[src/rtl/adder_share_arb_if.sv]
// Handshake bundle between NUM_REQ requesters, the shared external adder and the result consumer.
// Optional macro ADD_ARB_CHAIN_EN adds the per-requester req_chain lock request.
interface adder_share_arb_if #(
  parameter int NUM_REQ = 3,
  parameter int ID_W    = $clog2(NUM_REQ)
);
  logic [NUM_REQ-1:0]    req_valid;
  logic [NUM_REQ-1:0]    req_ready;
  logic [NUM_REQ*32-1:0] req_a;
  logic [NUM_REQ*32-1:0] req_b;
  logic [NUM_REQ-1:0]    req_cin;
`ifdef ADD_ARB_CHAIN_EN
  logic [NUM_REQ-1:0]    req_chain;
`endif
  logic [31:0]           add_a;
  logic [31:0]           add_b;
  logic                  add_cin;
  logic [31:0]           add_sum;
  logic                  add_cout;
  logic                  rsp_valid;
  logic                  rsp_ready;
  logic [31:0]           rsp_sum;
  logic                  rsp_cout;
  logic [ID_W-1:0]       rsp_id;

  modport slave (
`ifdef ADD_ARB_CHAIN_EN
    input  req_chain,
`endif
    input  req_valid, req_a, req_b, req_cin, add_sum, add_cout, rsp_ready,
    output req_ready, add_a, add_b, add_cin, rsp_valid, rsp_sum, rsp_cout, rsp_id
  );

  modport master (
`ifdef ADD_ARB_CHAIN_EN
    output req_chain,
`endif
    output req_valid, req_a, req_b, req_cin, add_sum, add_cout, rsp_ready,
    input  req_ready, add_a, add_b, add_cin, rsp_valid, rsp_sum, rsp_cout, rsp_id
  );
endinterface

[src/rtl/adder_share_arb.sv]
// Round-robin arbiter sharing one external 32-bit adder, with a single registered result slot.
// Optional macro ADD_ARB_CHAIN_EN: chained multi-word adds lock the grant and forward carry.
module adder_share_arb #(
  parameter int NUM_REQ = 3,
  parameter int ID_W    = $clog2(NUM_REQ)
) (
  input  logic             clk,
  input  logic             rst_n,
  adder_share_arb_if.slave bus
);

  logic                r_rsp_valid;
  logic [31:0]         r_rsp_sum;
  logic                r_rsp_cout;
  logic [ID_W-1:0]     r_rsp_id;
  logic [ID_W-1:0]     r_ptr;

  logic                w_any;
  logic [ID_W-1:0]     w_win;
  logic [ID_W:0]       w_idx;
  logic                w_can_accept;
  logic                w_accept;
  logic [ID_W-1:0]     w_ptr_nxt;
  logic [NUM_REQ-1:0]  w_ready;
  logic [31:0]         w_add_a;
  logic [31:0]         w_add_b;
  logic                w_add_cin;

`ifdef ADD_ARB_CHAIN_EN
  logic                r_lock;
  logic [ID_W-1:0]     r_lock_id;
  logic                r_cout_q;
`endif

  assign w_can_accept = !r_rsp_valid || bus.rsp_ready;
  assign w_accept     = rst_n && w_can_accept && w_any;
  assign w_ptr_nxt    = (w_win == ID_W'(NUM_REQ - 1)) ? '0 : w_win + ID_W'(1);

  // Winner search: first valid requester starting at r_ptr, wrapping modulo NUM_REQ.
  always_comb begin
    w_any = 1'b0;
    w_win = '0;
    w_idx = '0;
    for (int k = 0; k < NUM_REQ; k++) begin
      w_idx = {1'b0, r_ptr} + (ID_W+1)'(k);
      if (w_idx >= (ID_W+1)'(NUM_REQ)) begin
        w_idx = w_idx - (ID_W+1)'(NUM_REQ);
      end else begin
        w_idx = w_idx;
      end
      if (!w_any && bus.req_valid[w_idx[ID_W-1:0]]) begin
        w_any = 1'b1;
        w_win = w_idx[ID_W-1:0];
      end else begin
        w_any = w_any;
      end
    end
`ifdef ADD_ARB_CHAIN_EN
    // A chain in progress owns the adder until its closing beat.
    if (r_lock) begin
      w_any = bus.req_valid[r_lock_id];
      w_win = r_lock_id;
    end else begin
      w_win = w_win;
    end
`endif
  end

  // Grant decode and operand mux onto the shared adder.
  always_comb begin
    w_ready   = '0;
    w_add_a   = 32'd0;
    w_add_b   = 32'd0;
    w_add_cin = 1'b0;
    for (int i = 0; i < NUM_REQ; i++) begin
      if (w_any && (w_win == ID_W'(i))) begin
        w_ready[i] = rst_n && w_can_accept;
        w_add_a    = bus.req_a[32*i +: 32];
        w_add_b    = bus.req_b[32*i +: 32];
        w_add_cin  = bus.req_cin[i];
      end else begin
        w_ready[i] = 1'b0;
      end
    end
`ifdef ADD_ARB_CHAIN_EN
    if (r_lock && w_any) begin
      w_add_cin = r_cout_q;
    end else begin
      w_add_cin = w_add_cin;
    end
`endif
  end

  // Result slot and round-robin pointer.
  always_ff @(posedge clk or negedge rst_n) begin
    if (!rst_n) begin
      r_rsp_valid <= 1'b0;
      r_rsp_sum   <= 32'd0;
      r_rsp_cout  <= 1'b0;
      r_rsp_id    <= '0;
      r_ptr       <= '0;
    end else if (w_accept) begin
      r_rsp_valid <= 1'b1;
      r_rsp_sum   <= bus.add_sum;
      r_rsp_cout  <= bus.add_cout;
      r_rsp_id    <= w_win;
`ifdef ADD_ARB_CHAIN_EN
      if (!bus.req_chain[w_win]) begin
        r_ptr <= w_ptr_nxt;
      end else begin
        r_ptr <= r_ptr;
      end
`else
      r_ptr <= w_ptr_nxt;
`endif
    end else if (r_rsp_valid && bus.rsp_ready) begin
      r_rsp_valid <= 1'b0;
    end else begin
      r_rsp_valid <= r_rsp_valid;
    end
  end

`ifdef ADD_ARB_CHAIN_EN
  // Chain lock state and carry forwarded between beats.
  always_ff @(posedge clk or negedge rst_n) begin
    if (!rst_n) begin
      r_lock    <= 1'b0;
      r_lock_id <= '0;
      r_cout_q  <= 1'b0;
    end else if (w_accept && bus.req_chain[w_win]) begin
      r_lock    <= 1'b1;
      r_lock_id <= w_win;
      r_cout_q  <= bus.add_cout;
    end else if (w_accept) begin
      r_lock    <= 1'b0;
    end else begin
      r_lock    <= r_lock;
    end
  end
`endif

  assign bus.req_ready = w_ready;
  assign bus.add_a     = w_add_a;
  assign bus.add_b     = w_add_b;
  assign bus.add_cin   = w_add_cin;
  assign bus.rsp_valid = r_rsp_valid;
  assign bus.rsp_sum   = r_rsp_sum;
  assign bus.rsp_cout  = r_rsp_cout;
  assign bus.rsp_id    = r_rsp_id;

endmodule
[src/flat_wrapper.sv]
// flat-port wrapper written by rule: the top's interface ports become plain ports
module adder_share_arb_flat 
#(
  parameter int NUM_REQ = 3,
  parameter int ID_W    = $clog2(NUM_REQ)
)
  (clk, rst_n, bus_req_valid, bus_req_a, bus_req_b, bus_req_cin, bus_add_sum, bus_add_cout, bus_rsp_ready, bus_req_ready, bus_add_a, bus_add_b, bus_add_cin, bus_rsp_valid, bus_rsp_sum, bus_rsp_cout, bus_rsp_id);
  adder_share_arb_if #(.NUM_REQ(NUM_REQ), .ID_W(ID_W)) bus_i ();
  input  logic clk;
  input  logic rst_n;
  input wire logic [$bits(bus_i.req_valid)-1:0] bus_req_valid;
  input wire logic [$bits(bus_i.req_a)-1:0] bus_req_a;
  input wire logic [$bits(bus_i.req_b)-1:0] bus_req_b;
  input wire logic [$bits(bus_i.req_cin)-1:0] bus_req_cin;
  input wire logic [$bits(bus_i.add_sum)-1:0] bus_add_sum;
  input wire logic [$bits(bus_i.add_cout)-1:0] bus_add_cout;
  input wire logic [$bits(bus_i.rsp_ready)-1:0] bus_rsp_ready;
  output wire logic [$bits(bus_i.req_ready)-1:0] bus_req_ready;
  output wire logic [$bits(bus_i.add_a)-1:0] bus_add_a;
  output wire logic [$bits(bus_i.add_b)-1:0] bus_add_b;
  output wire logic [$bits(bus_i.add_cin)-1:0] bus_add_cin;
  output wire logic [$bits(bus_i.rsp_valid)-1:0] bus_rsp_valid;
  output wire logic [$bits(bus_i.rsp_sum)-1:0] bus_rsp_sum;
  output wire logic [$bits(bus_i.rsp_cout)-1:0] bus_rsp_cout;
  output wire logic [$bits(bus_i.rsp_id)-1:0] bus_rsp_id;
  assign bus_i.req_valid = bus_req_valid;
  assign bus_i.req_a = bus_req_a;
  assign bus_i.req_b = bus_req_b;
  assign bus_i.req_cin = bus_req_cin;
  assign bus_i.add_sum = bus_add_sum;
  assign bus_i.add_cout = bus_add_cout;
  assign bus_i.rsp_ready = bus_rsp_ready;
  assign bus_req_ready = bus_i.req_ready;
  assign bus_add_a = bus_i.add_a;
  assign bus_add_b = bus_i.add_b;
  assign bus_add_cin = bus_i.add_cin;
  assign bus_rsp_valid = bus_i.rsp_valid;
  assign bus_rsp_sum = bus_i.rsp_sum;
  assign bus_rsp_cout = bus_i.rsp_cout;
  assign bus_rsp_id = bus_i.rsp_id;
  adder_share_arb #(.NUM_REQ(NUM_REQ), .ID_W(ID_W)) u_core (.clk(clk), .rst_n(rst_n), .bus(bus_i));
endmodule
[config.mk]
export PLATFORM = sky130hd
export DESIGN_NAME = adder_share_arb_flat
export DESIGN_NICKNAME = d
export VERILOG_FILES = /design/src/rtl/adder_share_arb_if.sv /design/src/rtl/adder_share_arb.sv /design/src/flat_wrapper.sv
export SDC_FILE = /design/constraint.sdc
export NUM_CORES = 1
export LEC_CHECK = 0
export ABC_AREA = 1
export CELL_PAD_IN_SITES_DETAIL_PLACEMENT = 1
export CELL_PAD_IN_SITES_GLOBAL_PLACEMENT = 2
export CORE_UTILIZATION = 12
export DETAILED_ROUTE_END_ITERATION = 8
export PLACE_DENSITY = 0.84
export SLEW_MARGIN = 20
export SYNTH_ARGS = -nofsm -noshare
export SYNTH_HDL_FRONTEND = slang
export SYNTH_SLANG_ARGS = --single-unit
[constraint.sdc]
create_clock -name clk -period 4.8 [get_ports clk]
set_clock_uncertainty 0.2 [all_clocks]
set_input_delay 0.48 -clock clk [delete_from_list [all_inputs] [get_ports clk]]
set_output_delay 0.48 -clock clk [all_outputs]
set_load 0.03 [all_outputs]
# ---- Word-level counts from Yosys, hierarchy flattened
# Index checks and enable logic that the tools add are counted.
# W data, S select, Z words.
dict set report totals {
  out_inout_bits 104
  regBits 38
}
dict set report op_classes {
  n_mux 30
  n_addsub 6
  reduce_logical 14
  order_cmp 6
  eq_ne 2
}
# operator count
set op_table {}
lappend op_table {{$mux W32} 6}
lappend op_table {{$mux W1} 14}
lappend op_table {{$mux W2} 7}
lappend op_table {{$lt A2 B3 Y1 const B} 3}
lappend op_table {{$logic_and A1 B1 Y1} 8}
lappend op_table {{$bmux W1 S2} 3}
lappend op_table {{$ge A3 B2 Y1 const B} 2}
lappend op_table {{$sub A2 B2 Y2 const B} 3}
lappend op_table {{$add A2 B1 Y3 const B} 1}
lappend op_table {{$add A2 B2 Y3 const B} 1}
lappend op_table {{$logic_not A1 Y1} 3}
lappend op_table {{$add A2 B1 Y2 const B} 1}
lappend op_table {{$eq A2 B1 Y1 const B} 1}
lappend op_table {{$eq A2 B2 Y1 const B} 1}
lappend op_table {{$ge A2 B2 Y1 const B} 1}
lappend op_table {{$logic_not A2 Y1} 1}
lappend op_table {{$reduce_bool A2 Y1} 1}
lappend op_table {{$logic_or A1 B1 Y1} 1}

# ---- Longest topological paths before layout
# Gate-level depths: netlist of run 1.
dict set report depth {
  ltp_word 16
  ltp_mapped 15
  mapped_depth_nobuf 13
}

# ---- Worst setup path after synthesis of run 1
# No wires, ideal clock.
dict set report synth_path {
  path_type {register to output}
  from {register u_core.r_ptr[0]}
  to {output bus_add_a[0]}
  required_ns 4.120
  arrival_time_ns 1.922
  n_path_buf 2
  path_slack_ns 2.198
  stages_incl_launch_ff 13
  cell_sequence {dfrtp_1 -> inv_1 -> ha_1 -> inv_2 -> nand3_1 -> inv_1 -> a21oi_1 -> nand4_1 -> nand2_1 -> buf_6 -> clkbuf_1 -> nand2_1 -> nand3_1}
}
dict set report synth_between {
  elab_chain_len 16
}
# element line_no
set synth_lines {}
lappend synth_lines {{start: declaration} adder_share_arb.sv:16} ;# logic [ID_W-1:0] r_ptr;
lappend synth_lines {{start signal: assignment} adder_share_arb.sv:114} ;# r_ptr <= w_ptr_nxt;
lappend synth_lines {{parallel branches: the longest is 15 deep, another holds $add A2 B1 Y3} -}
lappend synth_lines {{$mux W32 (*)} adder_share_arb.sv:76} ;# if (w_any && (w_win == ID_W'(i))) begin
lappend synth_lines {{end: declaration} flat_wrapper.sv:19} ;# output wire logic [$bits(bus_i.add_a)-1:0] bus_add_a;
# Mark *: on every way between the ends. The select of a mux whose other input is x is not followed.

# ---- Final worst setup path of run 1
dict set report layout_path {
  from {register u_core.r_ptr[1]}
  to {output bus_req_ready[1]}
}
dict set report layout_between {
  elab_chain_len 14
}
# element line_no
set layout_lines {}
lappend layout_lines {{parallel branches: the longest is 12 deep, another holds $add A2 B1 Y3} -}
lappend layout_lines {{$logic_and A1 B1 Y1 (*)} adder_share_arb.sv:76}
lappend layout_lines {{$mux W1 (*)} adder_share_arb.sv:76}
lappend layout_lines {{end: declaration} flat_wrapper.sv:18} ;# output wire logic [$bits(bus_i.req_ready)-1:0] bus_req_ready;
# Marks and branches as above.

==> impl_metrics.json, run 1 <==
{
  "fp.dieH_um": 156,
  "worst_pin_slew_ns": 0.766,
  "setup_violations": 0,
  "yosysSeqAreaShare": 0.336,
  "fp-row-count": 55,
  "stdcell_count": 1124,
  "critPathRequiredTime_ns": 4.12,
  "hpwlAfterDp_um": 12900,
  "cts_tree": "done",
  "cts.sinks": 38,
  "period_minus_slack_ns": 4.10,
  "num_antenna_cells": 0,
  "slew_headroom": 0.488,
  "clock_path_buffers": 2,
  "cellLeakagePower_nw": 3.01,
  "first_global_vias": 4351,
  "first_pass_iters": 4,
  "drc": 0,
  "grt_util_all_layers": 0.125,
  "yosys_warnings": 0,
  "antenna_found_initial": 0,
  "fmax_mhz": 244,
  "post_cts_resized": 0,
  "final_nets": 1047,
  "arrival_ns": 3.42,
  "avgSynthCellArea_sq_um": 5.80,
  "overflow": 0,
  "end_kind": "output port",
  "core_sq_um": 22900,
  "place.gp.congestion": 0.758,
  "place_inst": 1116,
  "vias": 4266,
  "initial_utilization": 0.124,
  "grt_pass1_wl_um": 24000,
  "worstSetupPathType": "flop to output port",
  "synth_cell_types": 18,
  "clkLatencyLatePin_ns": 0.28,
  "drive_gt1_frac": 0.0826,
  "finalCritPeriodShare": 0.853,
  "setup_tns_ns": 0,
  "synthesis.instances": 488,
  "synth_area_sq_um": 2830,
  "syn_nets": 725,
  "final_hold_viol_count": 0,
  "drv_slew": 0,
  "portBuffers": 337,
  "vdd_drop_max_mv": 0.415,
  "whs_ns": 0.0940,
  "area_growth_pct": 132,
  "synth-seq-cells": 38,
  "startpoint_type": "flop",
  "fill_cells": 2869,
  "maxCapViolations": 0,
  "holdBufCountCts": 0,
  "grt_max_degree": 67,
  "drtIter0Drc": 122,
  "hold_class": "input port to async pin",
  "htreeDepth": 2,
  "run_status": "completed",
  "p_per_area_nw_per_um2": 987,
  "wl_um": 16200,
  "cts.clk_slew.worst_paths_ns": 0.06,
  "cts_buffers": 5,
  "root_buffer": "clkbuf_16",
  "crit_fanout": 66,
  "rsz0062_at_grt": "false",
  "vias_per_cell": 3.80,
  "post_drt_wl_per_cell_um": 14.4,
  "fp.dieArea_sq_um": 24200,
  "post_cts_buffers": 0,
  "io_pins": 338,
  "die_x_um": 156,
  "ant_nets": 0
}
-- cells by family (layout without fill, tap and decap cells) --
kind of cell	count (synthesis)	in the layout	share of synthesized area
AOI/OAI and AO/OA	8	8	0.0150
adders and majority gates	3	3	0.0133
buffers and inverters	45	368	0.0782
DFF	38	38	0.336
and+or+nand+nor	394	394	0.557
-- Yosys cell counts --
cell	number	share of area
nor2_2	1	0.0022
nor2_1	2	0.0027
clkbuf_1	10	0.013
a21oi_1	2	0.0035
nand2_2	2	0.0044
buf_2	9	0.016
buf_6	2	0.0080
o21ai_0	4	0.0071
nand2_1	317	0.42
inv_1	14	0.019
buf_4	7	0.019
o21ai_1	1	0.0018
dfrtp_1	38	0.34
nand4_1	1	0.0022
inv_2	3	0.0040
a21o_1	1	0.0027
ha_1	3	0.013
nand3_1	71	0.13
-- worst max-delay path, cell delays in order, from the launching register on --
cell and delay [ns]:
dfrtp_1 0.40, inv_1 0.11, ha_1 0.25, inv_2 0.08, nand2_1 0.08, nand3_1 0.09, nand2_2 0.10, inv_1 0.05
nor2_1 0.13, nand3_1 0.12, nand2_2 0.11, buf_4 0.58, nand2_1 0.20, inv_1 0.09, clkdlybuf4s50_1 0.69
-- final cells by class --
class	instances	area, sq um	area share
clock buffer	6	139	0.0212
tap	313	392	0.0597
clock inverter	2	12.5	0.00191
timing repair buffer	343	3340	0.509
multi-input combinational	405	1670	0.254
inverter	17	63.8	0.00973
sequential	38	951	0.145
-- metrics by stage --
step                      worst slack [ns]  instance area (sq um)   util  total power [mW]
after floorplan                       2.20                   2830      -              3.94
after global placement               0.903                   6410  0.280              6.23
after detailed placement             0.785                   6410  0.280              6.26
after CTS                            0.610                   6560  0.286              6.62
after global routing                 0.335                   6560  0.286              6.95
final                                0.705                   6560  0.286              6.48
-- path summary, 6_finish.rpt --
check	startpoint	to	slack, ns	depth (start not counted)
max	u_core.r_ptr[1]	bus_req_ready[1]	0.70	14
min	rst_n	u_core.bus.rsp_sum[26]	0.09	2
max in group asynchronous	rst_n	u_core.r_ptr[0]	3.95	2
min reg2reg	u_core.bus.rsp_sum[7]	u_core.bus.rsp_sum[7]	0.28	2
min in group clk	u_core.bus.rsp_sum[7]	u_core.bus.rsp_sum[7]	0.28	2
max reg2reg	u_core.r_ptr[1]	u_core.r_ptr[1]	1.78	13
-- flip-flops by register name, summed over array words and instances, names as in the netlist --
name and cells:
u_core.bus.rsp_sum 32, u_core.bus.rsp_id 2, u_core.r_ptr 2, u_core.bus.rsp_cout 1, u_core.bus.rsp_valid 1
-- cells in the final DEF (no fill, tap or decap), drive strengths merged --
cell           netlist  final
nand2              319    319
clkdlybuf4s50        0    291
nand3               71     71
buf                 18     52
dfrtp               38     38
inv                 17     17
clkbuf              10      6
o21ai                5      5
ha                   3      3
nor2                 3      3
a21oi                2      2
nand4                1      1
a21o                 1      1
clkinv               0      1
clkinvlp             0      1
-- routing by layer --
| metal | vias to the layer above | wire length [um] | GRT usage | part of all wire |
|---|---|---|---|---|
| li1 | 2148 | - | - | - |
| met2 | 194 | 8100 | 0.229 | 0.50 |
| met4 | 0 | 16 | 0.0112 | 0.00099 |
| met1 | 1922 | 6580 | 0.147 | 0.41 |
| met5 | - | 0 | 0 | 0 |
| met3 | 2 | 1530 | 0.0397 | 0.094 |
-- power breakdown --
part	switching (mW)	internal [mW]
combinational	3.58	1.99
clock	0.133	0.206
sequential	0.0888	0.478
(Power assumes the default switching activity.)
==> run 2: changes to the inputs <==
--- a/config.mk
+++ b/config.mk
@@ -8,6 +8,7 @@
 export ABC_AREA = 1
 export CELL_PAD_IN_SITES_DETAIL_PLACEMENT = 1
 export CELL_PAD_IN_SITES_GLOBAL_PLACEMENT = 2
+export CORE_MARGIN = 5
 export CORE_UTILIZATION = 12
 export DETAILED_ROUTE_END_ITERATION = 8
 export PLACE_DENSITY = 0.84
==> run 2 against run 1 <==
Routed wire length increased by 7.1%. Highest routed layer unchanged. First-iteration DRC count increased by 1.6%. Power decreased by 0.43%. Largest power group unchanged. Clock power about the same. Die area increased by 11%. Final cell count increased by 0.62%.
==> impl_metrics.json, run 2 (synthesized netlist as in run 1, its figures left out) <==
{
  "run_status": "completed",
  "cts_tree": "done",
  "core_sq_um": 23300,
  "final_nets": 1048,
  "critPathRequiredTime_ns": 4.12,
  "fp.dieH_um": 164,
  "crit_fanout": 37,
  "dpl_worst_slack_ns": 1.10,
  "maxCapViolations": 0,
  "wl_um": 17400,
  "p_per_area_nw_per_um2": 984,
  "post_cts_resized": 0,
  "cts.sinks": 38,
  "layout_common_cells": "nand2_1, clkdlybuf4s50_1, nand3_1",
  "worst_pin_slew_ns": 0.638,
  "cts.clk_slew.worst_paths_ns": 0.06,
  "clkLatencyLatePin_ns": 0.27,
  "drive_gt1_frac": 0.0899,
  "drc": 0,
  "layout_commonest_cell": "nand2_1",
  "reg2reg_depth": 13,
  "r2r_end": "u_core.r_ptr[1]",
  "root_buffer": "clkbuf_16",
  "antenna_found_initial": 0,
  "cellLeakagePower_nw": 3.02,
  "post_cts_buffers": 0,
  "vias_per_cell": 3.85,
  "place.gp.congestion": 0.738,
  "setup_tns_ns": 0,
  "vdd_drop_max_mv": 0.380,
  "setup_ws_ns": 1.00,
  "final_hold_viol_count": 0,
  "path_cells": "inv_1 -> ha_1 -> inv_2 -> nand2_1 -> nand3_1 -> nand2_2 -> inv_1 -> nor2_1 -> nand3_1 -> nand2_2 -> buf_4 -> nand2_1 -> inv_1 -> clkdlybuf4s50_1",
  "fill_cells": 2907,
  "whs_ns": 0.0912,
  "cts_buffers": 5,
  "drtIter0Drc": 124,
  "drv_slew": 0,
  "largest_register_ffs": 32,
  "crit_slowest_cell": "clkdlybuf4s50_1",
  "grt_max_degree": 51,
  "period_minus_slack_ns": 3.80,
  "startpoint_type": "flop",
  "first_global_vias": 4522,
  "fp.dieArea_sq_um": 26800,
  "stdcell_count": 1131,
  "worstSetupPathType": "flop to output port",
  "overflow": 0,
  "initial_utilization": 0.121,
  "hpwlAfterDp_um": 14300,
  "grt_util_all_layers": 0.117,
  "end_kind": "output port",
  "r2r_start": "u_core.r_ptr[1]",
  "io_pins": 338,
  "vias": 4351,
  "path_common_cell": "inv_1",
  "area_growth_pct": 131,
  "post_drt_wl_per_cell_um": 15.4,
  "rrSetupSlack_ns": 1.91,
  "clock_path_buffers": 2,
  "first_pass_iters": 4,
  "fmax_mhz": 263,
  "hold_class": "input port to async pin",
  "arrival_ns": 3.12,
  "crit_start": "u_core.r_ptr[1]",
  "num_antenna_cells": 0,
  "setup_violations": 0,
  "ant_nets": 0,
  "endpoint": "bus_req_ready[1]",
  "cpPeakStageDelay_ns": 0.69,
  "portBuffers": 337,
  "fp-row-count": 56,
  "finalCritPeriodShare": 0.791,
  "rsz0062_at_grt": "false",
  "htreeDepth": 2,
  "grt_pass1_wl_um": 25000,
  "place_inst": 1123,
  "die_x_um": 164,
  "holdBufCountCts": 0,
  "slew_headroom": 0.574
}
-- run 2: layout make-up --
type                            instances  area, sq um  area share
Timing Repair Buffer                  344         3320       0.507
Multi-Input combinational cell        405         1670       0.254
Sequential cell                        38          951       0.145
Inverter                               17         63.8     0.00974
Clock buffer                            6          139      0.0212
Clock inverter                          2         12.5     0.00191
Tap cell                              319          399      0.0609
-- run 2: worst min path at each step --
stage	endpoint	slack, ns	depth (start not counted)
global placement	u_core.bus.rsp_sum[15]	0.26	2
CTS	u_core.bus.rsp_sum[11]	0.12	2
detailed placement	u_core.bus.rsp_sum[3]	0.27	2
finish	u_core.bus.rsp_sum[26]	0.09	2
floorplan	u_core.bus.rsp_cout	-0.02	0
global route	u_core.bus.rsp_sum[12]	0.15	2
-- run 2: routing by layer --
| metal | track usage | vias to the layer above | part of all wire |
|---|---|---|---|
| met5 | 0 | - | 0 |
| met1 | 0.127 | 2005 | 0.37 |
| met2 | 0.219 | 182 | 0.50 |
| met4 | 0.0175 | 0 | 0.011 |
| met3 | 0.0459 | 13 | 0.11 |
| li1 | - | 2151 | - |
-- run 2: metrics by stage --
step | cell area, sq um | power [mW] | util
after global routing | 6550 | 6.95 | 0.281
after CTS | 6550 | 6.61 | 0.281
after detailed placement | 6400 | 6.25 | 0.274
after floorplan | 2830 | 3.94 | -
final | 6550 | 6.45 | 0.281
after global placement | 6400 | 6.21 | 0.274
-- run 2: worst max-delay path, delay by kind of cell, from the launching register on --
kind          cells  cell delay (ns)
fa+ha+maj         1             0.26
buf+inv           6             1.41
flops             1             0.40
simple gates      7             0.76
-- run 2: power by group --
group	total (mW)	internal [mW]	switching, mW
Combinational	5.55	1.94	3.60
Clock	0.340	0.206	0.135
Sequential	0.562	0.478	0.0845
Total	6.45	2.63	3.82
